`src/rtl/audio_data_gen.sv`:
```
// Multi-channel audio sample generator: one word per channel each frame period,
// streamed on valid/ready with ramp, constant, LFSR and channel-id patterns.
module audio_data_gen #(
    parameter int          DATA_W    = 32,
    parameter int          CH_NUM    = 2,
    parameter int          CH_W      = 4,
    parameter int          RATE_DIV  = 256,
    parameter logic [31:0] LFSR_SEED = 32'h0000_0001
) (
    input  logic              iclk,
    input  logic              irst,
    input  logic              ien,
    input  logic [1:0]        imode,
    input  logic [DATA_W-1:0] iconst,
    input  logic              iready,
    output logic [DATA_W-1:0] och_data,
    output logic [CH_W-1:0]   och_num,
    output logic              och_data_valid,
    output logic              oframe_start,
    output logic              ooverrun,
    output logic [15:0]       oframe_cnt
);

    localparam int               CNT_W   = (RATE_DIV > 2) ? $clog2(RATE_DIV) : 1;
    localparam logic [CNT_W-1:0] CNT_MAX = CNT_W'(RATE_DIV - 1);
    localparam logic [CH_W-1:0]  CH_LAST = CH_W'(CH_NUM - 1);
    localparam logic [31:0]      LFSR_MASK = 32'h8020_0003;

    localparam logic [0:0] ST_IDLE = 1'b0;
    localparam logic [0:0] ST_SEND = 1'b1;

    localparam logic [1:0] MODE_RAMP  = 2'd0;
    localparam logic [1:0] MODE_CONST = 2'd1;
    localparam logic [1:0] MODE_LFSR  = 2'd2;
    localparam logic [1:0] MODE_CHID  = 2'd3;

    logic [CNT_W-1:0]  cnt_q, cnt_d;
    logic [0:0]        state_q, state_d;
    logic [CH_W-1:0]   ch_q, ch_d;
    logic [1:0]        mode_q, mode_d;
    logic [DATA_W-1:0] const_q, const_d;
    logic [31:0]       lfsr_q, lfsr_d;
    logic              start_q, start_d;
    logic              overrun_q, overrun_d;
    logic [15:0]       frame_cnt_q, frame_cnt_d;

    logic              tick;
    logic [DATA_W-1:0] data_sel;

    // Frame-period divider; parked at zero while disabled so re-enable waits a full period.
    always_comb begin
        tick  = ien && (cnt_q == CNT_MAX);
        cnt_d = cnt_q;
        if (!ien || cnt_q == CNT_MAX) begin
            cnt_d = '0;
        end else begin
            cnt_d = cnt_q + CNT_W'(1);
        end
    end

    always_comb begin
        state_d     = state_q;
        ch_d        = ch_q;
        mode_d      = mode_q;
        const_d     = const_q;
        lfsr_d      = lfsr_q;
        start_d     = 1'b0;
        overrun_d   = overrun_q;
        frame_cnt_d = frame_cnt_q;

        if (state_q == ST_IDLE) begin
            if (tick) begin
                mode_d  = imode;
                const_d = iconst;
                ch_d    = '0;
                start_d = 1'b1;
                state_d = ST_SEND;
            end
        end else begin
            // A tick while busy (including on the final transfer) drops that frame.
            if (tick) begin
                overrun_d = 1'b1;
            end
            if (iready) begin
                if (mode_q == MODE_LFSR) begin
                    lfsr_d = (lfsr_q >> 1) ^ (lfsr_q[0] ? LFSR_MASK : 32'h0);
                end
                if (ch_q == CH_LAST) begin
                    ch_d        = '0;
                    state_d     = ST_IDLE;
                    frame_cnt_d = frame_cnt_q + 16'd1;
                end else begin
                    ch_d = ch_q + CH_W'(1);
                end
            end
        end
    end

    // Pattern words come from registered state only, so they hold while stalled.
    always_comb begin
        data_sel = '0;
        case (mode_q)
            MODE_RAMP:  data_sel = DATA_W'(frame_cnt_q) + DATA_W'(ch_q);
            MODE_CONST: data_sel = const_q;
            MODE_LFSR:  data_sel = lfsr_q[DATA_W-1:0];
            MODE_CHID:  data_sel = DATA_W'({frame_cnt_q, ch_q});
            default:    data_sel = '0;
        endcase
    end

    always_ff @(posedge iclk) begin
        if (!irst) begin
            cnt_q       <= '0;
            state_q     <= ST_IDLE;
            ch_q        <= '0;
            mode_q      <= MODE_RAMP;
            const_q     <= '0;
            lfsr_q      <= LFSR_SEED;
            start_q     <= 1'b0;
            overrun_q   <= 1'b0;
            frame_cnt_q <= '0;
        end else begin
            cnt_q       <= cnt_d;
            state_q     <= state_d;
            ch_q        <= ch_d;
            mode_q      <= mode_d;
            const_q     <= const_d;
            lfsr_q      <= lfsr_d;
            start_q     <= start_d;
            overrun_q   <= overrun_d;
            frame_cnt_q <= frame_cnt_d;
        end
    end

    assign och_data_valid = (state_q == ST_SEND);
    assign och_data       = (state_q == ST_SEND) ? data_sel : '0;
    assign och_num        = ch_q;
    assign oframe_start   = start_q;
    assign ooverrun       = overrun_q;
    assign oframe_cnt     = frame_cnt_q;

endmodule

```
`config.mk`:
```
export PLATFORM = sky130hd
export DESIGN_NAME = audio_data_gen
export DESIGN_NICKNAME = d
export VERILOG_FILES = /design/src/rtl/audio_data_gen.sv
export SDC_FILE = /design/constraint.sdc
export NUM_CORES = 1
export LEC_CHECK = 0
export ABC_AREA = 1
export CAP_MARGIN = 5
export CORE_MARGIN = 2
export CORE_UTILIZATION = 53
export DETAILED_ROUTE_END_ITERATION = 7
export GPL_TIMING_DRIVEN = 0
export PLACE_DENSITY = 0.89
export SYNTH_ARGS = -nofsm -noshare
export SYNTH_HDL_FRONTEND = slang
export SYNTH_SLANG_ARGS = --single-unit
```
`constraint.sdc`:
```
create_clock -name iclk -period 2.51 [get_ports iclk]
set_clock_uncertainty 0.15 [all_clocks]
set_input_delay 0.3765 -clock iclk [delete_from_list [all_inputs] [get_ports iclk]]
set_output_delay 0.3765 -clock iclk [all_outputs]
set_load 0.01 [all_outputs]
```
# After elaboration in Yosys (flattened, before gate mapping)
# Cells that the tools add are included.
[totals]
word_cells = 45
out_inout_bits = 55
ff_bits = 97
[classes]
reduce_logical = 12
n_eq_ne = 6
n_addsub = 4
n_mux = 11
bitwise = 3
[op_table]
columns = ["op", "n"]
rows = [
  ["32-bit case mux with 4 select lines", 1],
  ["32-bit 2-to-1 mux", 2],
  ["31-bit by 32-bit XOR with 32-bit output", 1],
  ["16-bit by 4-bit adder with 17-bit output", 1],
  ["16-bit by 1-bit adder with 16-bit output, second input constant", 1],
  ["4-bit 2-to-1 mux", 4],
  ["8-bit by 1-bit adder with 8-bit output, second input constant", 1],
  ["8-bit == test, second input constant", 1],
  ["2-bit AND reduction", 3],
  ["3-bit AND reduction", 2],
  ["4-bit by 1-bit adder with 4-bit output, second input constant", 1],
  ["2-bit == test, second input constant", 2],
  ["4-bit by 1-bit == test with 1-bit output, second input constant", 1],
  ["1-bit 2-to-1 mux", 4],
  ["2-bit OR reduction", 2],
  ["2-bit by 1-bit == test with 1-bit output, second input constant", 1],
  ["2-bit logical NOT", 1],
  ["2-bit inequality test, second input constant", 1],
  ["1-bit inverter", 2],
  ["2-bit nonzero test", 1],
  ["1-bit logical AND", 1],
  ["1-bit logical NOT", 1],
  ["1-bit logical OR", 1],
]

# Longest topological paths before layout
# Gate-level depths: netlist of the first run.
[logic_depth]
depth_word = 4
depth_mapped = 13

# Least setup slack after synthesis of the first run
# Ideal clock, no wire load.
[synth_timing]
path_type = "reg-to-output"
from = "register ch_q[0] (netlist: och_num[0])"
to = "output och_data[14]"
path_stages_with_launch = 13
setup_slack_ns = 0.058
arrival_ns = 1.925
path_buffers = 0
required_ns = 1.984
path_cell_list = "dfxtp_1 ha_1 inv_1 fa_1 inv_1 nand3_1 nand2_1 nand2_1 inv_1 nand3_1 nand2_1 nor2_1 nor2_1"
[synth_via]
elab_chain_cells = 3
[synth_rtl]
columns = ["item", "line", "text"]
rows = [
  ["start, declared", "39", "logic [CH_W-1:0] ch_q, ch_d;"],
  ["start signal, assigned", "125", "ch_q <= ch_d;"],
  ["16-bit by 4-bit adder with 17-bit output", "103", "MODE_RAMP: data_sel = DATA_W'(frame_cnt_q) + DATA_W'(ch_q);"],
  ["32-bit case mux with 4 select lines", "102", "case (mode_q)"],
  ["32-bit 2-to-1 mux", "136", "assign och_data = (state_q == ST_SEND) ? data_sel : '0;"],
  ["end, declared", "16", "output logic [DATA_W-1:0] och_data,"],
]
# Every way passes these cells.

# Worst setup path in the final report of the first run
[layout_timing]
from = "register frame_cnt_q[0] (netlist: oframe_cnt[0])"
to = "output och_data[8]"
[layout_via]
elab_chain_cells = 3
[layout_rtl]
columns = ["item", "line", "text"]
rows = [
  ["start, declared", "45", "logic [15:0] frame_cnt_q, frame_cnt_d;"],
  ["start signal, assigned", "131", "frame_cnt_q <= frame_cnt_d;"],
  ["16-bit by 4-bit adder with 17-bit output", "103", ""],
  ["32-bit case mux with 4 select lines", "102", ""],
  ["32-bit 2-to-1 mux", "136", ""],
]
# Every way passes these cells.

==> impl_metrics.env, run 1 <==
export IMPL_status="finished, violations left"
export IMPL_violations="design-rule violations, negative setup slack"
export IMPL_crit_path_end_kind="primary output"
export IMPL_worstMarginPinSlew_ps=754
export IMPL_core_area_um2=9280
export IMPL_seqPwrFrac_pct=57.4
export IMPL_synth_edf_count=0
export IMPL_setup_violations=11
export IMPL_syn_avg_cell_area_um2=6.60
export IMPL_path_class="reg2out"
export IMPL_overflow=0
export IMPL_min_period_ps=2650
export IMPL_multi_input_area_um2=2850
export IMPL_port_buffers=92
export IMPL_rr_startpoint="och_num[3]"
export IMPL_synthFlopType="dfxtp_1"
export IMPL_slew_viol_final=0
export IMPL_critPathLaunchType="flip-flop"
export IMPL_power_switching_uw=665
export IMPL_p_comb_share_pct=4.3
export IMPL_ys_warn_count=0
export IMPL_wirelength_um=15800
export IMPL_wl_per_cell_um=15.5
export IMPL_finalNetCount=935
export IMPL_drv_cap=0
export IMPL_yosysUniqueCellTypes=36
export IMPL_synthArstFlopShare_pct=0
export IMPL_intPower_mw=2.01
export IMPL_grt_setup_unrepaired="yes"
export IMPL_dp_hpwl_um=10800
export IMPL_syn_instance_count=771
export IMPL_cts_buffers=9
export IMPL_synth_most_common_cell="nand2_1"
export IMPL_clk_latency_ps=380
export IMPL_clock_path_buffers=2
export IMPL_power_leakage_nw=2.50
export IMPL_synth_cells_most_frequent="206 x nand2_1, 114 x nor2_1, 97 x dfxtp_1"
export IMPL_slowest_stage="dfxtp_4"
export IMPL_clk_pin_slew_worst_paths_ps=110
export IMPL_synth_nets=818
export IMPL_whs_path_depth=1
export IMPL_hold_buffers=0
export IMPL_fin_area_um2=6620
export IMPL_slew_headroom_pct=49.7
export IMPL_areaGrowthSynthToFinish_pct=30.2
export IMPL_p_total_mw=2.67
export IMPL_die_w_um=102
export IMPL_io_pins=93
export IMPL_crit_fanout=5
export IMPL_fp_dieH_um=102
export IMPL_synth_largest_area_cell="dfxtp_1"
export IMPL_power_density_nw_per_um2=403
export IMPL_htreeDepth=3
export IMPL_min_from="cnt_q[0]"
export IMPL_setup_ws_ps=-141
export IMPL_cp_arrival_ps=2120
export IMPL_drtIter0Drc=593
export IMPL_num_vias=5739
export IMPL_ff2ff_setup_slack_ps=630
export IMPL_grt_total_usage_pct=29.4
export IMPL_r2r_end="oframe_cnt[13]"
export IMPL_cp_data_required_time_ps=1980
export IMPL_syn_area_um2=5090
export IMPL_crit_start="oframe_cnt[0]"
export IMPL_route_detailed_drc=3
export IMPL_vdd_drop_max_mv=0.297
export IMPL_dpl_cell_area_um2=6170
export IMPL_ant_nets=0
export IMPL_initial_core_util_pct=54.8
export IMPL_fmaxAchievable_mhz=377
export IMPL_min_path_type="reg2reg"
export IMPL_cts_root_buffer="clkbuf_8"
export IMPL_finalHoldViolCount=0
export IMPL_synth_area_leaders="dfxtp_1 38%, nand2_1 15%, nor2_1 8.4%"
export IMPL_diodes=0
export IMPL_min_to="cnt_q[0]"
export IMPL_via_per_inst=5.62
export IMPL_p_clk_share_pct=38.4
export IMPL_rows=35
export IMPL_dieArea_um2=10400
export IMPL_cts_sinks=97
export IMPL_antenna_found_initial=0
export IMPL_gp_congestion=1.00
export IMPL_drt_first_pass_iters=8
export IMPL_grt_start_max_net_pins=19
export IMPL_path_cells="ha_4 > inv_2 > fa_2 > inv_2 > nand3_4 > nand2_4 > buf_6 > nand2_2 > xor2_1 > a21oi_1 > buf_2"
export IMPL_switching_share_pct=24.9
export IMPL_register_area_um2=1970
export IMPL_fin_crit_sh_pct=106
export IMPL_grt_pass1_vias=5135
export IMPL_crit_top_cell="inv_2"
export IMPL_rr_worst_depth=10
export IMPL_critPathMaxStageDelay_ps=390
export IMPL_synth_top_area_share_pct=38.2
export IMPL_fillers=726
export IMPL_cts_tree="yes"
export IMPL_yosysSeqAreaShare_pct=38.2
export IMPL_layout_drive_gt1_share_pct=16.0
export IMPL_ys_ff_latch=97
export IMPL_grt_pass1_wl_um=24100
routing by layer:
| metal | track usage (%) | wire (um) |
|---|---|---|
| met1 | 39.4 | 6290 |
| met2 | 45.1 | 6920 |
| met3 | 5.20 | 1740 |
| met4 | 15.8 | 862 |
| met5 | 0 | 0 |
power groups by stage:
stage               logic, mW  clock network, mW  registers (mW)
floorplan              0.0367                  0            1.58
global placement        0.110                  0            1.58
detailed placement      0.112                  0            1.58
CTS                     0.112               1.02            1.53
global route            0.124               1.09            1.53
finish                  0.114               1.02            1.53
area by class of cell:
| type | instances | share of cell area [%] |
|---|---|---|
| Inverter | 67 | 3.89 |
| Clock buffer | 10 | 2.08 |
| Tap cell | 129 | 2.44 |
| Multi-Input combinational cell | 570 | 43.0 |
| Buffer | 36 | 3.42 |
| Clock inverter | 6 | 0.945 |
| Timing Repair Buffer | 107 | 14.4 |
| Sequential cell | 97 | 29.8 |
logic make-up after synthesis:
| logic type | after synthesis | share of synthesized area, % |
|---|---|---|
| AND/OR/NAND/NOR | 393 | 32.0 |
| AO/OA/AOI/OAI | 161 | 17.2 |
| buffers and inverters | 104 | 9.05 |
| flip-flops | 97 | 38.2 |
| adder cells (fa/ha/maj) | 9 | 2.36 |
| XOR/XNOR | 7 | 1.21 |
sequential cells by signal, summed over array words and instances, names as in the netlist:
signal,cells
och_num,4
oframe_cnt,16
oframe_start,1
lfsr_q,32
const_q,32
ooverrun,1
mode_q,2
cnt_q,8
och_data_valid,1
per-stage QoR:
| stage | instances | util, % | setup slack, ps | hold WS (ps) | TNS, ps |
|---|---|---|---|---|---|
| 2_1_floorplan | 771 | - | 58.0 | 268 | 0 |
| 3_3_place_gp | 992 | 66.5 | -596 | 282 | -4240 |
| 3_5_place_dp | 992 | 66.5 | -633 | 294 | -4580 |
| 4_1_cts | 1015 | 70.2 | -101 | 315 | -310 |
| 5_1_grt | 1022 | 71.3 | -206 | 331 | -1920 |
| 6_report | 1022 | 71.3 | -141 | 314 | -850 |
critical path, delay by kind of cell (launching register included):
kind / cells / cell delay [ps]
adder cells (fa/ha/maj): 2 / 470
flip-flops: 1 / 390
buffers and inverters: 4 / 380
AND/OR/NAND/NOR: 3 / 230
XOR/XNOR: 1 / 140
AO/OA/AOI/OAI: 1 / 130
how the worst max path moves through the flow:
stage,endpoint,slack (ps),cells past startpoint
floorplan,och_data[14],60,12
global placement,och_data[14],-600,13
detailed placement,och_data[14],-630,13
CTS,och_data[8],-100,11
global route,och_data[8],-210,10
finish,och_data[8],-140,11
cells in the final DEF, fill, tap and decap left out, drive strengths merged:
cell           Yosys  final
buf               23     48
a31oi              5      5
ha                 8      8
o22ai              1      1
o211ai            14     14
nand3b             1      1
nand2            210    210
dfxtp             97     97
nor3               5      5
o21ai             66     66
a311oi             1      1
a21oi             71     71
xor2               6      6
fa                 1      1
or2                2      2
a211oi             2      2
clkbuf            14     29
clkdlybuf4s15      0      6
nor3b              2      2
clkinv             1      5
a21boi             1      1
inv               66     68
dlygate4sd2        0     10
nand3             45     45
nand4              7      7
nor2             121    121
clkdlybuf4s50      0     60
xnor2              1      1
what timing repair did:
action / in CTS / in global routing
pin swaps: 6 / 10
buffers inserted: 8 / 7
endpoints found under the setup margin: 32 / 26
gates resized for setup: 124 / 35
gates cloned: 0 / 0
(Power assumes the default switching activity.)
==> inputs of run 2 (changes only) <==
==> constraint.sdc (replaced) <==
create_clock -name iclk -period 2.51 [get_ports iclk]
set_clock_uncertainty 0.15 [all_clocks]
set_input_delay 0.502 -clock iclk [delete_from_list [all_inputs] [get_ports iclk]]
set_output_delay 0.502 -clock iclk [all_outputs]
set_load 0.01 [all_outputs]
==> run 2 against run 1 <==
The flow still finishes with violations (design-rule violations, negative setup slack). Design area rose by 4.0%. Sequential cell count did not move. Sequential power barely moved. Worst setup slack got worse by 290 ps. Routed wire length rose by 16%. Non-clock buffer count rose by 14. Maximum frequency fell by 9.8%. Cell count rose by 1.3%. Clock-buffer cell count fell by 1. Power fell by 2.1%. Die area did not move. Largest power group unchanged.
==> impl_metrics.env, run 2 (synthesis gave the netlist of run 1 again) <==
export IMPL_diodes=0
export IMPL_crit_top_cell="buf_6"
export IMPL_path_class="reg2out"
export IMPL_grt_total_usage_pct=32.3
export IMPL_final_common_cell="nand2_1"
export IMPL_worstMarginPinSlew_ps=727
export IMPL_wl_per_cell_um=17.6
export IMPL_critPathMaxStageDelay_ps=430
export IMPL_clk_pin_slew_worst_paths_ps=100
export IMPL_rows=35
export IMPL_setup_violations=17
export IMPL_core_area_um2=9280
export IMPL_hold_buffers=0
export IMPL_fp_dieH_um=102
export IMPL_ant_nets=0
export IMPL_grt_start_max_net_pins=18
export IMPL_layout_drive_gt1_share_pct=20.9
export IMPL_cts_tree="yes"
export IMPL_drtIter0Drc=781
export IMPL_initial_core_util_pct=54.8
export IMPL_gp_congestion=0.977
export IMPL_drt_first_pass_iters=8
export IMPL_dp_hpwl_um=11000
export IMPL_htreeDepth=3
export IMPL_cts_buffers=9
export IMPL_critPathBufInv=5
export IMPL_ff2ff_setup_slack_ps=590
export IMPL_areaGrowthSynthToFinish_pct=35.4
export IMPL_violations="design-rule violations, negative setup slack"
export IMPL_io_pins=93
export IMPL_path_cells="clkinvlp_4 > fa_2 > inv_2 > nand3_4 > nand2_4 > buf_6 > buf_6 > o21ai_1 > a21oi_1 > nor2_1 > buf_2"
export IMPL_via_per_inst=5.95
export IMPL_cp_depth=11
export IMPL_min_path_type="reg2reg"
export IMPL_fin_crit_sh_pct=117
export IMPL_place_ws_ps=-660
export IMPL_vdd_drop_max_mv=0.239
export IMPL_critPathLaunchType="flip-flop"
export IMPL_cp_endpoint="och_data[4]"
export IMPL_grt_pass1_wl_um=26100
export IMPL_grt_setup_unrepaired="yes"
export IMPL_finalHoldViolCount=0
export IMPL_cp_data_required_time_ps=1860
export IMPL_power_density_nw_per_um2=379
export IMPL_cp_arrival_ps=2290
export IMPL_cp_top_family="buffers and inverters"
export IMPL_slew_viol_final=0
export IMPL_route_detailed_drc=1
export IMPL_clock_path_buffers=2
export IMPL_slowest_stage="fa_2"
export IMPL_power_leakage_nw=2.63
export IMPL_clk_latency_ps=380
export IMPL_finalNetCount=949
export IMPL_dieArea_um2=10400
export IMPL_port_buffers=92
export IMPL_grt_pass1_vias=5311
export IMPL_slew_headroom_pct=51.6
export IMPL_num_vias=6163
export IMPL_status="finished, violations left"
export IMPL_rr_worst_depth=10
export IMPL_rr_startpoint="oframe_cnt[1]"
export IMPL_setup_ws_ps=-430
export IMPL_overflow=0
export IMPL_setup_tns_ps=-4690
export IMPL_crit_fanout=4
export IMPL_final_cell_mix="189 x nand2_1, 111 x nor2_1, 83 x dfxtp_1"
export IMPL_r2r_end="oframe_cnt[12]"
export IMPL_crit_start="oframe_cnt[1]"
export IMPL_finalCoreUtilization_pct=74.2
export IMPL_holdWs_ps=314
export IMPL_antenna_found_initial=0
export IMPL_cts_sinks=97
export IMPL_wirelength_um=18300
export IMPL_cts_root_buffer="clkbuf_8"
export IMPL_drv_cap=0
export IMPL_crit_path_end_kind="primary output"
export IMPL_min_period_ps=2940
export IMPL_die_w_um=102
export IMPL_fmaxAchievable_mhz=340
==> run 2: cell count changes in the layout (fill, tap and decap cells not counted), sizes merged <==
cell           before  now
buf                48   69
clkinvlp            0    6
dlygate4sd2        10    5
clkinv              5    1
clkdlybuf4s15       6    3
inv                68   66
==> run 2: routing by layer <==
metal | vias to the layer above | routed length [um] | track usage, %
li1 | 2758 | - | -
met2 | 510 | 8090 | 50.6
met1 | 2746 | 6770 | 41.1
met4 | 0 | 1330 | 17.7
met3 | 149 | 2070 | 7.59
met5 | - | 0 | 0
==> run 2: timing repair <==
| item | in CTS | in global routing |
|---|---|---|
| buffers inserted | 17 | 12 |
| gates resized for setup | 158 | 69 |
| setup endpoints to repair | 32 | 30 |
| pin swaps | 21 | 21 |
| hold endpoints to repair | 0 | 0 |
==> run 2: layout make-up <==
cell class              instances  area, um^2
repair buffers                121        1040
well taps                     129         161
flip-flops and latches         97        1980
fillers                       685        2390
plain buffers                  36         244
multi-input cells             570        3010
clock buffers                   9         124
inverters                      67         272
clock inverters                 6        55.1
==> run 2: how the worst min path moves through the flow <==
stage | start | cells after the start | endpoint | slack (ps)
2_1_floorplan | cnt_q[0] | 1 | cnt_q[0] | 270
3_3_place_gp | cnt_q[0] | 1 | cnt_q[0] | 280
3_5_place_dp | cnt_q[0] | 1 | cnt_q[0] | 290
4_1_cts | cnt_q[0] | 1 | cnt_q[0] | 320
5_1_grt | cnt_q[0] | 1 | cnt_q[0] | 360
6_report | cnt_q[0] | 1 | cnt_q[0] | 310
==> run 2: through the flow <==
step,cell area (um^2),power [mW],std cells
final,6890,2.61,1035
after global routing,6890,2.68,1035
after CTS,6640,2.60,1023
after detailed placement,6170,1.69,992
after global placement,6170,1.69,992
after floorplan,5090,1.61,771
==> run 2: power breakdown <==
part	internal, mW	leakage, nW	switching, mW
sequential	1.53	0.791	0.00105
combinational	0.0632	1.76	0.0524
clock	0.366	0.0767	0.601
total	1.96	2.63	0.655
==> run 2: worst register-to-register path: stages (launching register included) <==
cell and delay, ps:
dfxtp_4 390, buf_4 120, buf_4 100, ha_1 210, inv_1 110, nor2_2 210, nand2_1 140, nor2_1 210
nand2_1 80, nand2_1 60, nor2_1 40
==> inputs of run 3 (changes only) <==
==> constraint.sdc (replaced) <==
create_clock -name iclk -period 2.51 [get_ports iclk]
set_clock_uncertainty 0.15 [all_clocks]
set_input_delay 0.753 -clock iclk [delete_from_list [all_inputs] [get_ports iclk]]
set_output_delay 0.753 -clock iclk [all_outputs]
set_load 0.01 [all_outputs]
==> run 3 against run 2 <==
The run still ends with design-rule violations, negative setup slack left. Cell count rose by 2.5%. Die area did not move. Critical endpoint is now och_data[10]. Highest routed layer unchanged. Global-route usage rose by 2.9 points.
==> impl_metrics.env, run 3 (synthesis gave the netlist of run 1 again) <==
export IMPL_clk_latency_ps=400
export IMPL_crit_path_end_kind="primary output"
export IMPL_min_period_ps=3120
export IMPL_areaGrowthSynthToFinish_pct=44.4
export IMPL_fmaxAchievable_mhz=321
export IMPL_power_leakage_nw=2.91
export IMPL_layout_drive_gt1_share_pct=28.9
export IMPL_drv_cap=0
export IMPL_wl_per_cell_um=20.4
export IMPL_drt_first_pass_iters=8
export IMPL_setup_ws_ps=-608
export IMPL_status="finished, violations left"
export IMPL_grt_pass1_vias=5816
export IMPL_htreeDepth=3
export IMPL_wl_met2_um=9210
export IMPL_violations="design-rule violations, negative setup slack"
export IMPL_num_vias=6624
export IMPL_cp_data_required_time_ps=1610
export IMPL_overflow=0
export IMPL_cts_buffers=9
export IMPL_fin_area_um2=7350
export IMPL_wirelength_um=21600
export IMPL_whs_path_depth=1
export IMPL_dieArea_um2=10400
export IMPL_dp_hpwl_um=11100
export IMPL_power_density_nw_per_um2=389
export IMPL_rr_startpoint="och_data_valid"
export IMPL_die_w_um=102
export IMPL_initial_core_util_pct=54.8
export IMPL_wl_met3_um=2740
export IMPL_critPathLaunchType="flip-flop"
export IMPL_via_per_inst=6.24
export IMPL_finalNetCount=974
export IMPL_cts_root_buffer="clkbuf_8"
export IMPL_final_cell_mix="168 x nand2_1, 109 x nor2_1, 81 x dfxtp_1"
export IMPL_wl_met1_um=7500
export IMPL_port_buffers=92
export IMPL_final_common_cell="nand2_1"
export IMPL_drtIter0Drc=968
export IMPL_min_from="cnt_q[0]"
export IMPL_rr_worst_depth=10
export IMPL_dpl_cell_area_um2=6210
export IMPL_grt_setup_unrepaired="yes"
export IMPL_p_total_mw=2.86
export IMPL_crit_fanout=5
export IMPL_core_area_um2=9280
export IMPL_slew_viol_final=0
export IMPL_min_to="cnt_q[0]"
export IMPL_clk_pin_slew_worst_paths_ps=110
export IMPL_gp_congestion=0.973
export IMPL_route_detailed_drc=47
export IMPL_setup_tns_ps=-10000
export IMPL_fin_crit_sh_pct=124
export IMPL_rows=35
export IMPL_cp_arrival_ps=2210
export IMPL_routed_top_layer="met4"
export IMPL_path_class="reg2out"
export IMPL_setup_violations=32
export IMPL_slew_headroom_pct=45.7
export IMPL_grt_start_max_net_pins=18
export IMPL_io_pins=93
export IMPL_worstMarginPinSlew_ps=814
export IMPL_fp_dieH_um=102
export IMPL_diodes=0
export IMPL_grt_pass1_wl_um=28200
export IMPL_vdd_drop_max_mv=0.272
export IMPL_r2r_end="oframe_cnt[13]"
export IMPL_cts_sinks=97
export IMPL_ff2ff_setup_slack_ps=570
export IMPL_finalHoldViolCount=0
export IMPL_ant_nets=0
export IMPL_cts_tree="yes"
export IMPL_min_path_type="reg2reg"
export IMPL_grt_total_usage_pct=35.1
export IMPL_antenna_found_initial=0
export IMPL_fillers=562
export IMPL_clock_path_buffers=2
[run 3: per-layer routing]
layer	vias to the layer above	global-route usage (%)
li1	2813	-
met4	0	25.0
met2	658	56.0
met3	252	6.84
met1	2901	42.5
met5	-	0
[run 3: worst max-delay path by stage]
| stage | start | end | cells after the start |
|---|---|---|---|
| finish | oframe_cnt[1] | och_data[10] | 13 |
| global route | och_num[0] | och_data[10] | 14 |
| CTS | och_num[0] | och_data[10] | 14 |
| detailed placement | och_num[0] | och_data[14] | 13 |
| global placement | oframe_cnt[0] | och_data[14] | 13 |
| floorplan | och_num[0] | och_data[14] | 12 |
[run 3: critical path, cell delays in order (launching register included)]
cell	delay, ps
dfxtp_2	420
inv_1	140
fa_2	390
inv_2	120
nand3_4	110
nand2_4	120
nand2_4	60
inv_4	70
nand2_2	40
nand2_1	60
nand3_1	70
nand2_1	70
inv_1	30
buf_2	120
[run 3: cell type report]
type	count	area (um^2)	area share [%]
inverters	67	280	3.81
repair buffers	148	1290	17.5
multi-input cells	570	3170	43.1
flip-flops and latches	97	1980	26.9
clock buffers	11	163	2.21
plain buffers	34	245	3.34
well taps	129	161	2.20
clock inverters	5	66.3	0.903
[run 3: timing repair]
item	in CTS	in global routing
endpoints found under the setup margin	32	32
cloned	4	0
pin swaps	30	28
endpoints found under the hold margin	0	0
gates resized for setup	237	87
buffers inserted	35	18
hold buffers	0	0
[run 3: metrics by stage]
step           worst slack (ps)  utilization [%]  instances  hold WS [ps]
2_1_floorplan              26.0                -        771           268
3_3_place_gp               -583             66.8        992           276
3_5_place_dp               -611             66.8        992           287
4_1_cts                    -494             75.0       1046           305
5_1_grt                    -665             79.1       1061           326
6_report                   -608             79.1       1061           305
[run 3: power breakdown]
part / switching (mW) / internal (mW) / total (mW)
clock: 0.648 / 0.562 / 1.21
sequential: 0.00100 / 1.53 / 1.53
combinational: 0.0546 / 0.0632 / 0.118
==> variant (flow settings as in run 1) <==
Take the reset off `ch_q` and load it in a clocked block of its own.
--- a/src/rtl/audio_data_gen.sv
+++ b/src/rtl/audio_data_gen.sv
@@ -112,7 +112,6 @@
         if (!irst) begin
             cnt_q       <= '0;
             state_q     <= ST_IDLE;
-            ch_q        <= '0;
             mode_q      <= MODE_RAMP;
             const_q     <= '0;
             lfsr_q      <= LFSR_SEED;
@@ -122,7 +121,6 @@
         end else begin
             cnt_q       <= cnt_d;
             state_q     <= state_d;
-            ch_q        <= ch_d;
             mode_q      <= mode_d;
             const_q     <= const_d;
             lfsr_q      <= lfsr_d;
@@ -130,6 +128,10 @@
             overrun_q   <= overrun_d;
             frame_cnt_q <= frame_cnt_d;
         end
+    end
+
+    always_ff @(posedge iclk) begin
+        ch_q <= ch_d;
     end
 
     assign och_data_valid = (state_q == ST_SEND);
Behaviour: same outputs for any inputs over 10 cycles, from zero or initial values and one cycle with irst low; that may be too few to reach the edited logic, so the function may still have changed.
==> variant against run 1 <==
The flow still finishes with violations (design-rule violations, negative setup slack); fmax is 4.4% lower; sequential cell count unchanged; die area rose by 5.6%; global-route usage is 0.20 points lower; core utilization fell by 0.16 points; routed wire length is 6.3% higher; via count grew 1.2%; setup slack got worse by 0.12 ns; synthesized area increased by 5.9%; sequential share of layout area is 1.4 points lower; final area rose by 5.5%; total power rose by 1.5%.
==> variant: results (changes against run 1) <==
WORST_VDD_RAIL_IR_DROP_mV=0.304  # +2.3%
FINALWIRELENGTH_MM=16.8  # +6.3%
PLACEDINSTANCEAREA_UM2=6460  # +4.8%
REG2REGPATHDEPTH=6  # -4
DRC=1  # -2
GP_CONGESTION=0.948  # -5.5%
HOLD_PATH.CLASS='in2reg'
PLACED_CELLS=978  # -1.4%
GRT_ANTENNA_BEFORE_REPAIR=0  # unchanged
DRT_ITER0_MARKERS=748  # +26%
WORSTSKEWPAIRLATENCY_NS=0.38  # about the same
SYNTH-EDFF-COUNT=4  # +4
PORTBUFFERS=91  # -1.1%
CLOCK_TREE.ROOT_CELL='sky130_fd_sc_hd__clkbuf_8'
GLOBAL_ROUTE_WIRE_LENGTH_BEFORE_REPAIR_MM=26.0  # +7.8%
YS_SEQ_AREA_FRAC=0.368  # -0.0138
CLKTRANSATPATHREGS_NS=0.11  # about the same
DP_SLACK_NS=-0.638  # -0.00470 ns
LAYOUT_SETUP_WS_NS=-0.262  # -0.121 ns
COUNT_OF_INSERTED_ANTENNA_DIODE_CELLS=0  # unchanged
CTS.PATH.MAX_BUFFERS=2  # unchanged
RUN_STATUS='finished with violations'
P_LEAK_uW=0.00259  # +3.4%
NUM-NETS-FINAL=924  # -1.2%
HOLD-PATH-CELL-COUNT=3  # +2
TOTAL_SETUP_VIOLATIONS_REPORTED_AT_THE_END_OF_THE_FLOW=16  # +5
PLACE_HPWL_MM=11.4  # +5.0%
ROUTED_VIA_DENSITY=5.72  # +1.9%
VIOLATIONS='design-rule violations, negative setup slack'
CTSHTREEMAXLEVEL=3  # unchanged
TIMING.CRITICAL_PATH.MAX_DELAY_FAMILY='adder cells'
MAXIMUM_NUMBER_OF_PINS_ON_ONE_NET_BEFORE_GLOBAL_ROUTE_REPAIR=17  # -2
TOTAL_TRACK_USAGE=0.292  # -0.00196
DRT-WIRELENGTH-PER-CELL_UM=16.6  # +7.1%
SYNTH_AREA_LEADERS='sky130_fd_sc_hd__dfxtp_1, sky130_fd_sc_hd__nand2_1, sky130_fd_sc_hd__a21oi_1'
DETAIL_ROUTE.FIRST_PASS.ITERATIONS=8  # unchanged
WORST_SLEW_MARGIN_REL=0.522  # +0.0247
GRT_PASS1_VIAS=5441  # +6.0%
CRITPATHARRIVALTIME_NS=2.25  # +0.13 ns
GRT_OVERFLOW=0  # unchanged
POST_ROUTE_CELLS_DRIVE_ABOVE_1_SHARE=0.245  # +0.0848
YOSYSUNIQUECELLTYPES=42  # +17%
YS_TOP_CELLS_BY_COUNT='sky130_fd_sc_hd__nand2_1, sky130_fd_sc_hd__dfxtp_1, sky130_fd_sc_hd__a21oi_1'
SYNTHESIZED_AREA_PER_CELL_UM2=7.14  # +8.3%
ASYNC_SET_OR_RESET_REGISTER_RATIO_AFTER_SYNTHESIS=0  # unchanged
SYN-NUM-NETS=801  # -2.1%
variant: cell types whose count changed in the layout (fill, tap and decap cells not counted), sizes merged, moves of 5 or more:
cell         delta
nor3            +5
a21oi          +33
dlygate4sd2     -5
buf            +11
o21ai          -32
nor2           -70
nand2          +20
clkbuf          +6
nand3          +26
variant: final timing paths:
| kind | start | endpoint | slack [ns] |
|---|---|---|---|
| max | oframe_cnt[0] | och_data[8] | -0.26 |
| min | irst | oframe_cnt[3] | 0.19 |
| max reg2reg | cnt_q[0] | och_num[1] | 0.41 |
| min reg2reg | cnt_q[0] | cnt_q[0] | 0.32 |
variant: what timing repair did:
action | in CTS | in global routing
cloned | 0 | 0
pin swaps | 16 | 14
gates resized for setup | 147 | 37
hold endpoints to repair | 0 | 0
hold buffers | 0 | 0
setup endpoints to repair | 32 | 31
setup buffers | 15 | 7
variant: area by class of cell:
class	count	area, um^2
buffer	40	289
clock buffer	10	128
clock inverter	6	67.6
fill	776	2830
inverter	65	250
multi-input combinational	552	3130
sequential	97	1990
tap	133	166
timing repair buffer	112	966
variant: power by group:
group | total (uW) | switching [uW] | internal, uW
clock network | 1050 | 586 | 467
registers | 1550 | 1.09 | 1550
logic | 111 | 52.9 | 57.7
variant: cell families after synthesis:
| family | Yosys count | share of synthesized area |
|---|---|---|
| AO/OA/AOI/OAI | 162 | 0.181 |
| XOR/XNOR | 5 | 0.00813 |
| adder cells (fa/ha/maj) | 9 | 0.0223 |
| buffers and inverters | 105 | 0.0936 |
| flip-flops | 97 | 0.368 |
| AND/OR/NAND/NOR | 376 | 0.327 |
variant: worst min-delay path, delay by kind of cell:
| family | cells | cell delay [ns] |
|---|---|---|
| AO/OA/AOI/OAI | 2 | 0.13 |
| buffers and inverters | 1 | 0.17 |
variant: through the flow:
step | setup TNS, ns | hold WS [ns] | total power (uW)
floorplan | 0 | 0.268 | 1620
finish | -2.69 | 0.188 | 2710
global placement | -5.72 | 0.285 | 1690
CTS | -1.10 | 0.176 | 2700
detailed placement | -5.89 | 0.295 | 1690
global route | -3.89 | 0.191 | 2770
variant: layer usage:
metal  part of all wire  GRT usage  vias to the layer above  wire [um]
li1                   -          -                     2735          -
met1               0.40      0.378                     2626       6720
met2               0.47      0.476                      360       7870
met3              0.095     0.0480                       88       1590
met4              0.037      0.133                        0        619
met5                  0          0                        -          0
